[src/rtl/s3_execute_stage.sv]
// Purpose : execute stage behind the S2 register. It runs one ALU operation per cycle, forwards
//           EX->EX from its own output register and registers the result, flags and write-back count.
// Latency : 1 cycle. Inputs sampled at edge N appear on S3_* after edge N.
// Backpress: none downstream. S3_Hold freezes every S3 register, the counter included.
// Ports   : clk/rst (async active-high) and S3_Hold.
//           S2_* operand/select/imm/control inputs from the S2 register.
//           S3_* registered result, destination, write enable, Zero/Carry/Overflow and S3_WbCount.
module s3_execute_stage #(
  parameter int WIDTH    = 32,
  parameter int IMM_SEXT = 1,
  parameter int ZERO_REG = 1,
  parameter int CNT_W    = 16
) (
  input  logic             clk,
  input  logic             rst,
  input  logic             S3_Hold,
  input  logic [WIDTH-1:0] S2_ReadData1,
  input  logic [WIDTH-1:0] S2_ReadData2,
  input  logic [4:0]       S2_ReadSelect1,
  input  logic [4:0]       S2_ReadSelect2,
  input  logic [15:0]      S2_Imm,
  input  logic             S2_DataSrc,
  input  logic [2:0]       S2_ALUOP,
  input  logic [4:0]       S2_WriteSelect,
  input  logic             S2_WriteEnable,
  output logic [WIDTH-1:0] S3_ALUOut,
  output logic [4:0]       S3_WriteSelect,
  output logic             S3_WriteEnable,
  output logic             S3_Zero,
  output logic             S3_Carry,
  output logic             S3_Overflow,
  output logic [CNT_W-1:0] S3_WbCount
);

  localparam logic [2:0] OP_MOV = 3'd0;
  localparam logic [2:0] OP_NOT = 3'd1;
  localparam logic [2:0] OP_ADD = 3'd2;
  localparam logic [2:0] OP_SUB = 3'd3;
  localparam logic [2:0] OP_AND = 3'd4;
  localparam logic [2:0] OP_OR  = 3'd5;
  localparam logic [2:0] OP_XOR = 3'd6;
  localparam logic [2:0] OP_SLT = 3'd7;

  logic [WIDTH-1:0] r_alu_out;
  logic [4:0]       r_write_sel;
  logic             r_write_en;
  logic             r_zero;
  logic             r_carry;
  logic             r_overflow;
  logic [CNT_W-1:0] r_wb_count;

  logic [WIDTH-1:0] w_imm_ext;
  logic             w_fwd_a;
  logic             w_fwd_b;
  logic [WIDTH-1:0] w_op_a;
  logic [WIDTH-1:0] w_op_b;
  logic             w_is_sub;
  logic [WIDTH-1:0] w_b_eff;
  logic [WIDTH:0]   w_sum;
  logic             w_add_ovf;
  logic             w_slt;
  logic [WIDTH-1:0] w_result;
  logic             w_carry;
  logic             w_overflow;
  logic             w_we_next;

  // Immediate extension is fixed at elaboration time.
  assign w_imm_ext = (IMM_SEXT != 0) ? {{(WIDTH-16){S2_Imm[15]}}, S2_Imm}
                                     : {{(WIDTH-16){1'b0}}, S2_Imm};

  // Forward from our own output register. While held, the held values are still used.
  // Index 0 never forwards when ZERO_REG is set, because S3_WriteEnable is never 1 for it.
  assign w_fwd_a = r_write_en && (r_write_sel == S2_ReadSelect1);
  assign w_fwd_b = r_write_en && (r_write_sel == S2_ReadSelect2) && !S2_DataSrc;

  assign w_op_a = w_fwd_a ? r_alu_out : S2_ReadData1;
  assign w_op_b = S2_DataSrc ? w_imm_ext : (w_fwd_b ? r_alu_out : S2_ReadData2);

  // A shared adder handles ADD and SUB. SUB is A + ~B + 1, so the carry-out means no borrow.
  assign w_is_sub  = (S2_ALUOP == OP_SUB);
  assign w_b_eff   = w_is_sub ? ~w_op_b : w_op_b;
  assign w_sum     = {1'b0, w_op_a} + {1'b0, w_b_eff} + {{WIDTH{1'b0}}, w_is_sub};
  assign w_add_ovf = (w_op_a[WIDTH-1] == w_b_eff[WIDTH-1]) &&
                     (w_sum[WIDTH-1] != w_op_a[WIDTH-1]);
  assign w_slt     = ($signed(w_op_a) < $signed(w_op_b));

  always_comb begin
    w_result   = '0;
    w_carry    = 1'b0;
    w_overflow = 1'b0;
    case (S2_ALUOP)
      OP_MOV: w_result = w_op_a;
      OP_NOT: w_result = ~w_op_a;
      OP_ADD, OP_SUB: begin
        w_result   = w_sum[WIDTH-1:0];
        w_carry    = w_sum[WIDTH];
        w_overflow = w_add_ovf;
      end
      OP_AND: w_result = w_op_a & w_op_b;
      OP_OR:  w_result = w_op_a | w_op_b;
      OP_XOR: w_result = w_op_a ^ w_op_b;
      OP_SLT: w_result = {{(WIDTH-1){1'b0}}, w_slt};
      default: w_result = '0;
    endcase
  end

  assign w_we_next = S2_WriteEnable && !((ZERO_REG != 0) && (S2_WriteSelect == 5'd0));

  always_ff @(posedge clk or posedge rst) begin
    if (rst) begin
      r_alu_out   <= '0;
      r_write_sel <= '0;
      r_write_en  <= 1'b0;
      r_zero      <= 1'b0;
      r_carry     <= 1'b0;
      r_overflow  <= 1'b0;
      r_wb_count  <= '0;
    end else if (!S3_Hold) begin
      r_alu_out   <= w_result;
      r_write_sel <= S2_WriteSelect;
      r_write_en  <= w_we_next;
      r_zero      <= (w_result == '0);
      r_carry     <= w_carry;
      r_overflow  <= w_overflow;
      // The counter wraps naturally at 2^CNT_W.
      if (w_we_next) begin
        r_wb_count <= r_wb_count + CNT_W'(1);
      end
    end
  end

  assign S3_ALUOut      = r_alu_out;
  assign S3_WriteSelect = r_write_sel;
  assign S3_WriteEnable = r_write_en;
  assign S3_Zero        = r_zero;
  assign S3_Carry       = r_carry;
  assign S3_Overflow    = r_overflow;
  assign S3_WbCount     = r_wb_count;

endmodule
[config.mk]
export PLATFORM = sky130hd
export DESIGN_NAME = s3_execute_stage
export DESIGN_NICKNAME = d
export VERILOG_FILES = /design/src/rtl/s3_execute_stage.sv
export SDC_FILE = /design/constraint.sdc
export NUM_CORES = 1
export LEC_CHECK = 0
export ABC_AREA = 1
export CAP_MARGIN = 20
export CORE_AREA = 4 4 134 136
export CTS_CLUSTER_SIZE = 14
export DETAILED_ROUTE_END_ITERATION = 6
export DIE_AREA = 0 0 138 140
export GPL_TIMING_DRIVEN = 0
export PLACE_DENSITY_LB_ADDON = 0.25
export SLEW_MARGIN = 5
export SYNTH_ARGS = -nofsm -noshare
export SYNTH_HDL_FRONTEND = slang
export SYNTH_SLANG_ARGS = --single-unit
[constraint.sdc]
create_clock -name clk -period 5.1 [get_ports clk]
set_clock_uncertainty 0.1 [all_clocks]
set_input_delay 0.765 -clock clk [delete_from_list [all_inputs] [get_ports clk]]
set_output_delay 0.765 -clock clk [all_outputs]
set_load 0.02 [all_outputs]
# Yosys cells after proc, flatten, opt, wreduce, memory -nomap -nowiden
# Index checks and enable logic that the tools add are counted.
dict set report classes {
  n_eq_ne 11
  reduce_logical 12
  bitwise 6
  muxes 7
  order_cmp 1
  addsub 3
}
# operator n
set ops {}
lappend ops {{$pmux 32 s7} 1}
lappend ops {{$mux 32} 4}
lappend ops {{$not 32->32} 2}
lappend ops {{$add 32x32->33} 1}
lappend ops {{$add 33x1->33} 1}
lappend ops {{$and 32x32->32} 1}
lappend ops {{$logic_not 32->1} 1}
lappend ops {{$lt 32x32->1} 1}
lappend ops {{$or 32x32->32} 1}
lappend ops {{$xor 32x32->32} 1}
lappend ops {{$add 16x1->16 const B} 1}
lappend ops {{$eq 3x3->1 const B} 4}
lappend ops {{$eq 5x5->1} 2}
lappend ops {{$eq 3x2->1 const B} 2}
lappend ops {{$logic_and 1x1->1} 5}
lappend ops {{$logic_not 5->1} 1}
lappend ops {{$eq 3x1->1 const B} 1}
lappend ops {{$logic_not 3->1} 1}
lappend ops {{$logic_not 1->1} 2}
lappend ops {{$mux 1} 2}
lappend ops {{$reduce_and 2->1} 1}
lappend ops {{$reduce_or 2->1} 1}
lappend ops {{$eq 1x1->1} 1}
lappend ops {{$ne 1x1->1} 1}
lappend ops {{$not 1->1} 1}
dict set report word_totals {
  ff_bits 57
  word_cells 47
  out_inout_bits 57
}

# Longest topological paths before layout
dict set report depth {
  depth_word 12
  mapped_depth 35
  mapped_depth_nobuf 32
}

# Least setup slack after synthesis
# Ideal clock, no wire load.
dict set report synth_path {
  path_kind {input -> register}
  from {input S2_DataSrc}
  to {register r_zero (netlist: S3_Zero)}
  arrival_ps 4050
  cell_stages 26
  path_slack_ps 884
  cell_sequence {nor2_1 > nand2_1 > nor2_1 > nand3_1 > buf_2 > buf_2 > inv_2 > buf_1 > nand2_1 > o211ai_1 > nand2_1 > xor2_1 > ha_1 > a21oi_1 > o21ai_0 > a21oi_1 > nor2_1 > a2111oi_0 > nand3b_1 > nand3_1 > nand2_1 > a21oi_1 > nand2_1 > nor2_1 > nand3_1 > nand2_1}
}
dict set report synth_via {
  elab_chain_cells 10
}
# element line_no
set synth_rtl {}
lappend synth_rtl {{start: declaration} 22} ;# input logic S2_DataSrc,
lappend synth_rtl {{$logic_not 1->1} 74} ;# assign w_fwd_b = r_write_en && (r_write_sel == S2_ReadSelect2) && !S2_DataSrc;
lappend synth_rtl {{$logic_and 1x1->1} 74}
lappend synth_rtl {{$mux 32} 77} ;# assign w_op_b = S2_DataSrc ? w_imm_ext : (w_fwd_b ? r_alu_out : S2_ReadData2);
lappend synth_rtl {{$mux 32 *} 77}
lappend synth_rtl {{$not 32->32} 81} ;# assign w_b_eff = w_is_sub ? ~w_op_b : w_op_b;
lappend synth_rtl {{$mux 32} 81}
lappend synth_rtl {{$add 32x32->33} 82} ;# assign w_sum = {1'b0, w_op_a} + {1'b0, w_b_eff} + {{WIDTH{1'b0}}, w_is_sub};
lappend synth_rtl {{$add 33x1->33} 82}
lappend synth_rtl {{$pmux 32 s7 *} 91} ;# case (S2_ALUOP)
lappend synth_rtl {{$logic_not 32->1 *} 122} ;# r_zero <= (w_result == '0);
lappend synth_rtl {{end signal: assignment} 122}
lappend synth_rtl {{end: declaration} 47} ;# logic r_zero;
# Mark *: on every way between the ends. The rest lies on a longest branch, timed or not.
# A chain may end at the register's enable or synchronous reset.

# Worst setup path in the final report
dict set report layout_path {
  from {input S2_ReadSelect2[1]}
  to {register r_zero (netlist: S3_Zero)}
}
dict set report layout_via {
  elab_chain_cells 11
}
# element line_no
set layout_rtl {}
lappend layout_rtl {{start: declaration} 20} ;# input logic [4:0] S2_ReadSelect2,
lappend layout_rtl {{$eq 5x5->1 *} 74}
lappend layout_rtl {{$logic_and 1x1->1 * (2 in a row)} 74}
lappend layout_rtl {{$mux 32 * (2 in a row)} 77}
lappend layout_rtl {{$not 32->32} 81}
lappend layout_rtl {{$mux 32} 81}
lappend layout_rtl {{$add 32x32->33} 82}
lappend layout_rtl {{$add 33x1->33} 82}
lappend layout_rtl {{$pmux 32 s7 *} 91}
lappend layout_rtl {{$logic_not 32->1 *} 122}
# Marks and branches as above.

==> results.ini <==
[global_route]
grt_max_degree=36
grt_pass1_vias=10521
grt_usage=0.378
globalRoute.totalOverflow=0
initial_antenna_violation_count=0
wire_length_of_the_first_global_routing_pass_mm=57.8

[sta]
max_freq_mhz=200
rsz0062_at_grt=yes
setup_violations=0
worst_hold_slack_ps=388
minimum_period_implied_by_the_final_worst_setup_slack_ps=4990
hold_violations=0
report.final.slew_viol_count=0
max_slew_margin=0.399
final_min_period_over_clock_period=0.978
worst_slew_pin_slew_ps=895

[critical_path]
cp-end-kind=flip-flop
path_max_fanout=10
timing.critical_path.required_ps=5280
critical_path.most_common_cell=nand2_1
worst_path_largest_cell_delay_ps=490
worstSetupStartpointType=input pin
critPathKind=in -> reg
path_buf_inv=6
timing.critical_path.max_delay_family=simple AND/OR/NAND/NOR gates
critPathArrivalTime_ps=5170
crit_path_top_delay_cell=clkdlybuf4s50_1

[detailed_routing]
final_antenna_net_count=0
routed-via-count=11403
drt_drc_violations_left=0
post_drt_via_cell_ratio=5.93
wl_per_cell_um=20.0
dr.pass1.iters=7
drt-total-wl_mm=38.4
drt_iter0_drc=1411

[placed_design]
gp_congestion=1.04
portBuffers=159
hpwl_mm=31.0
placed_cell_area_um2=11000

[clock_network]
cts_sinks=57
root_buffer=clkbuf_16
cts.reportedPaths.clkPinSlew_ps=60
maximum_root_to_sink_buffer_count=2
insertion_delay_of_the_later_clocked_pin_in_the_worst_skew_pair_ps=340
cts-buffers-inserted=9
cts-hold-fix-buffers=0
tritoncts=done
htree_num_levels=3

[layout]
area_delta_synth_final_pct=27.9
drive_above_1_share=0.0765
fin_util=0.688
num_antenna_cells=0
multiInputGateArea_um2=6820
area.sequential_um2=1430
finalNetCount=1911
fin_area_um2=11700
num-fill-cells=1565

[synthesis]
number_of_distinct_library_cells_after_synthesis=49
asyncSetResetFlopFracSynth=1.00
synth_area_per_cell_um2=6.02
netlist_instances=1515
synth-seq-area-share=0.156
synth_edf_count=0
post-synth-top-area-fraction=0.194
mappedNetlistArea_um2=9120
synth_top_area_cell=nand2_1
synthTopCellsByArea=nand2_1 (19%), dfrtp_1 (16%), ha_1 (16%)
synth_warnings=0
ys_dominant_reg_cell=dfrtp_1
ys_ff_latch=57
syn_nets=1732

[floorplanning]
die_w_um=138
coreArea_um2=16900
initial_utilization=0.538
rows=48
pin_count=160
floorplan.die.height_um=140
design.die.area_um2=19300

[status]
run_status=finished clean

[job]
cap_viol_max_count=0

[min_path]
hp-class=reg -> reg

[pwr]
peakVddDrop_uv=315
leakage_nw=5.99
power.density_nw_per_um2=239

==> cell usage in the layout, fill, tap and decap left out, types with 40 or more instances in the layout <==
cell type,n
nand2_1,462
inv_1,226
clkdlybuf4s50_1,158
ha_1,110
nor2_1,105
nand3_1,101
o21ai_0,69
a21oi_1,60
dfrtp_1,57
xor2_1,40
==> metrics by stage <==
stage               setup slack (ps)  setup TNS (ps)  power, mW  instances
global route                    -127            -127       2.95       1924
detailed placement              -962           -8850       2.05       1900
CTS                             8.83               0       2.68       1917
floorplan                        884               0       1.48       1515
global placement                -987           -7690       2.02       1899
finish                           111               0       2.78       1924
==> what timing repair did <==
item                                    in CTS  in global routing
buffers inserted                             3                  7
resized for setup                           33                 67
endpoints found under the setup margin      11                  8
pin swaps                                    0                 10
==> synthesized netlist by cell type, types with 6 or more instances <==
cell,n
clkbuf_1,24
o21ai_0,90
nand2_1,471
or2_2,6
nor3_1,13
xor2_1,41
xnor2_1,6
a221oi_1,12
o211ai_1,26
a21oi_1,71
nand3_1,105
o21bai_1,6
nand3b_1,11
o21ai_1,11
nand4_1,25
o2111ai_1,12
buf_1,9
nor2_1,112
dfrtp_1,57
buf_2,9
o21a_1,8
ha_1,113
inv_1,229
==> area by class of cell <==
class,count,share of cell area
tap,225,0.0241
clock inverter,6,0.00569
sequential,57,0.122
timing repair buffer,170,0.145
multi-input combinational,1177,0.585
buffer,45,0.0214
clock buffer,10,0.0205
inverter,234,0.0762
==> cells by family (layout without fill, tap and decap cells) <==
family	count (synthesis)	in the layout	share of synthesized area
XOR/XNOR	47	47	0.0451
buffers and inverters	281	465	0.121
adder cells (fa/ha/maj)	114	114	0.157
AO/OA/AOI/OAI	256	256	0.170
AND/OR/NAND/NOR	760	760	0.350
flip-flops	57	57	0.156
==> sequential cells by signal, indices dropped and copies added, names as in the netlist <==
name,flops
S3_ALUOut,32
S3_Carry,1
S3_Overflow,1
S3_WbCount,16
S3_WriteEnable,1
S3_WriteSelect,5
S3_Zero,1
==> metal layers <==
| metal | track usage | part of all wire | wire length (um) | up-vias |
|---|---|---|---|---|
| met5 | 0 | 0 | 0 | - |
| met4 | 0.161 | 0.047 | 1790 | 0 |
| met3 | 0.0799 | 0.12 | 4650 | 143 |
| met2 | 0.597 | 0.43 | 16700 | 784 |
| met1 | 0.503 | 0.40 | 15300 | 5192 |
| li1 | - | - | - | 5284 |
==> report_power, final <==
group          leakage (nW)  total (mW)  switching (mW)  internal (mW)
Clock                 0.141       0.617           0.226          0.391
Combinational          5.13        1.55           0.973          0.581
Sequential            0.713       0.613          0.0839          0.529
==> path summary, 6_finish.rpt <==
| kind | from | slack, ps | end | depth (start not counted) |
|---|---|---|---|---|
| setup / recovery | S2_ReadSelect2[1] | 110 | S3_Zero | 30 |
| hold / removal | S3_WbCount[15] | 390 | S3_WbCount[15] | 1 |
| setup reg to reg | S3_WriteSelect[1] | 580 | S3_Zero | 29 |
| hold reg to reg | S3_WbCount[15] | 390 | S3_WbCount[15] | 1 |
| max in group asynchronous | rst | 3630 | S3_ALUOut[1] | 3 |
| min in group asynchronous | rst | 690 | S3_Zero | 2 |
No activity file was read; power rests on OpenSTA's default activity.
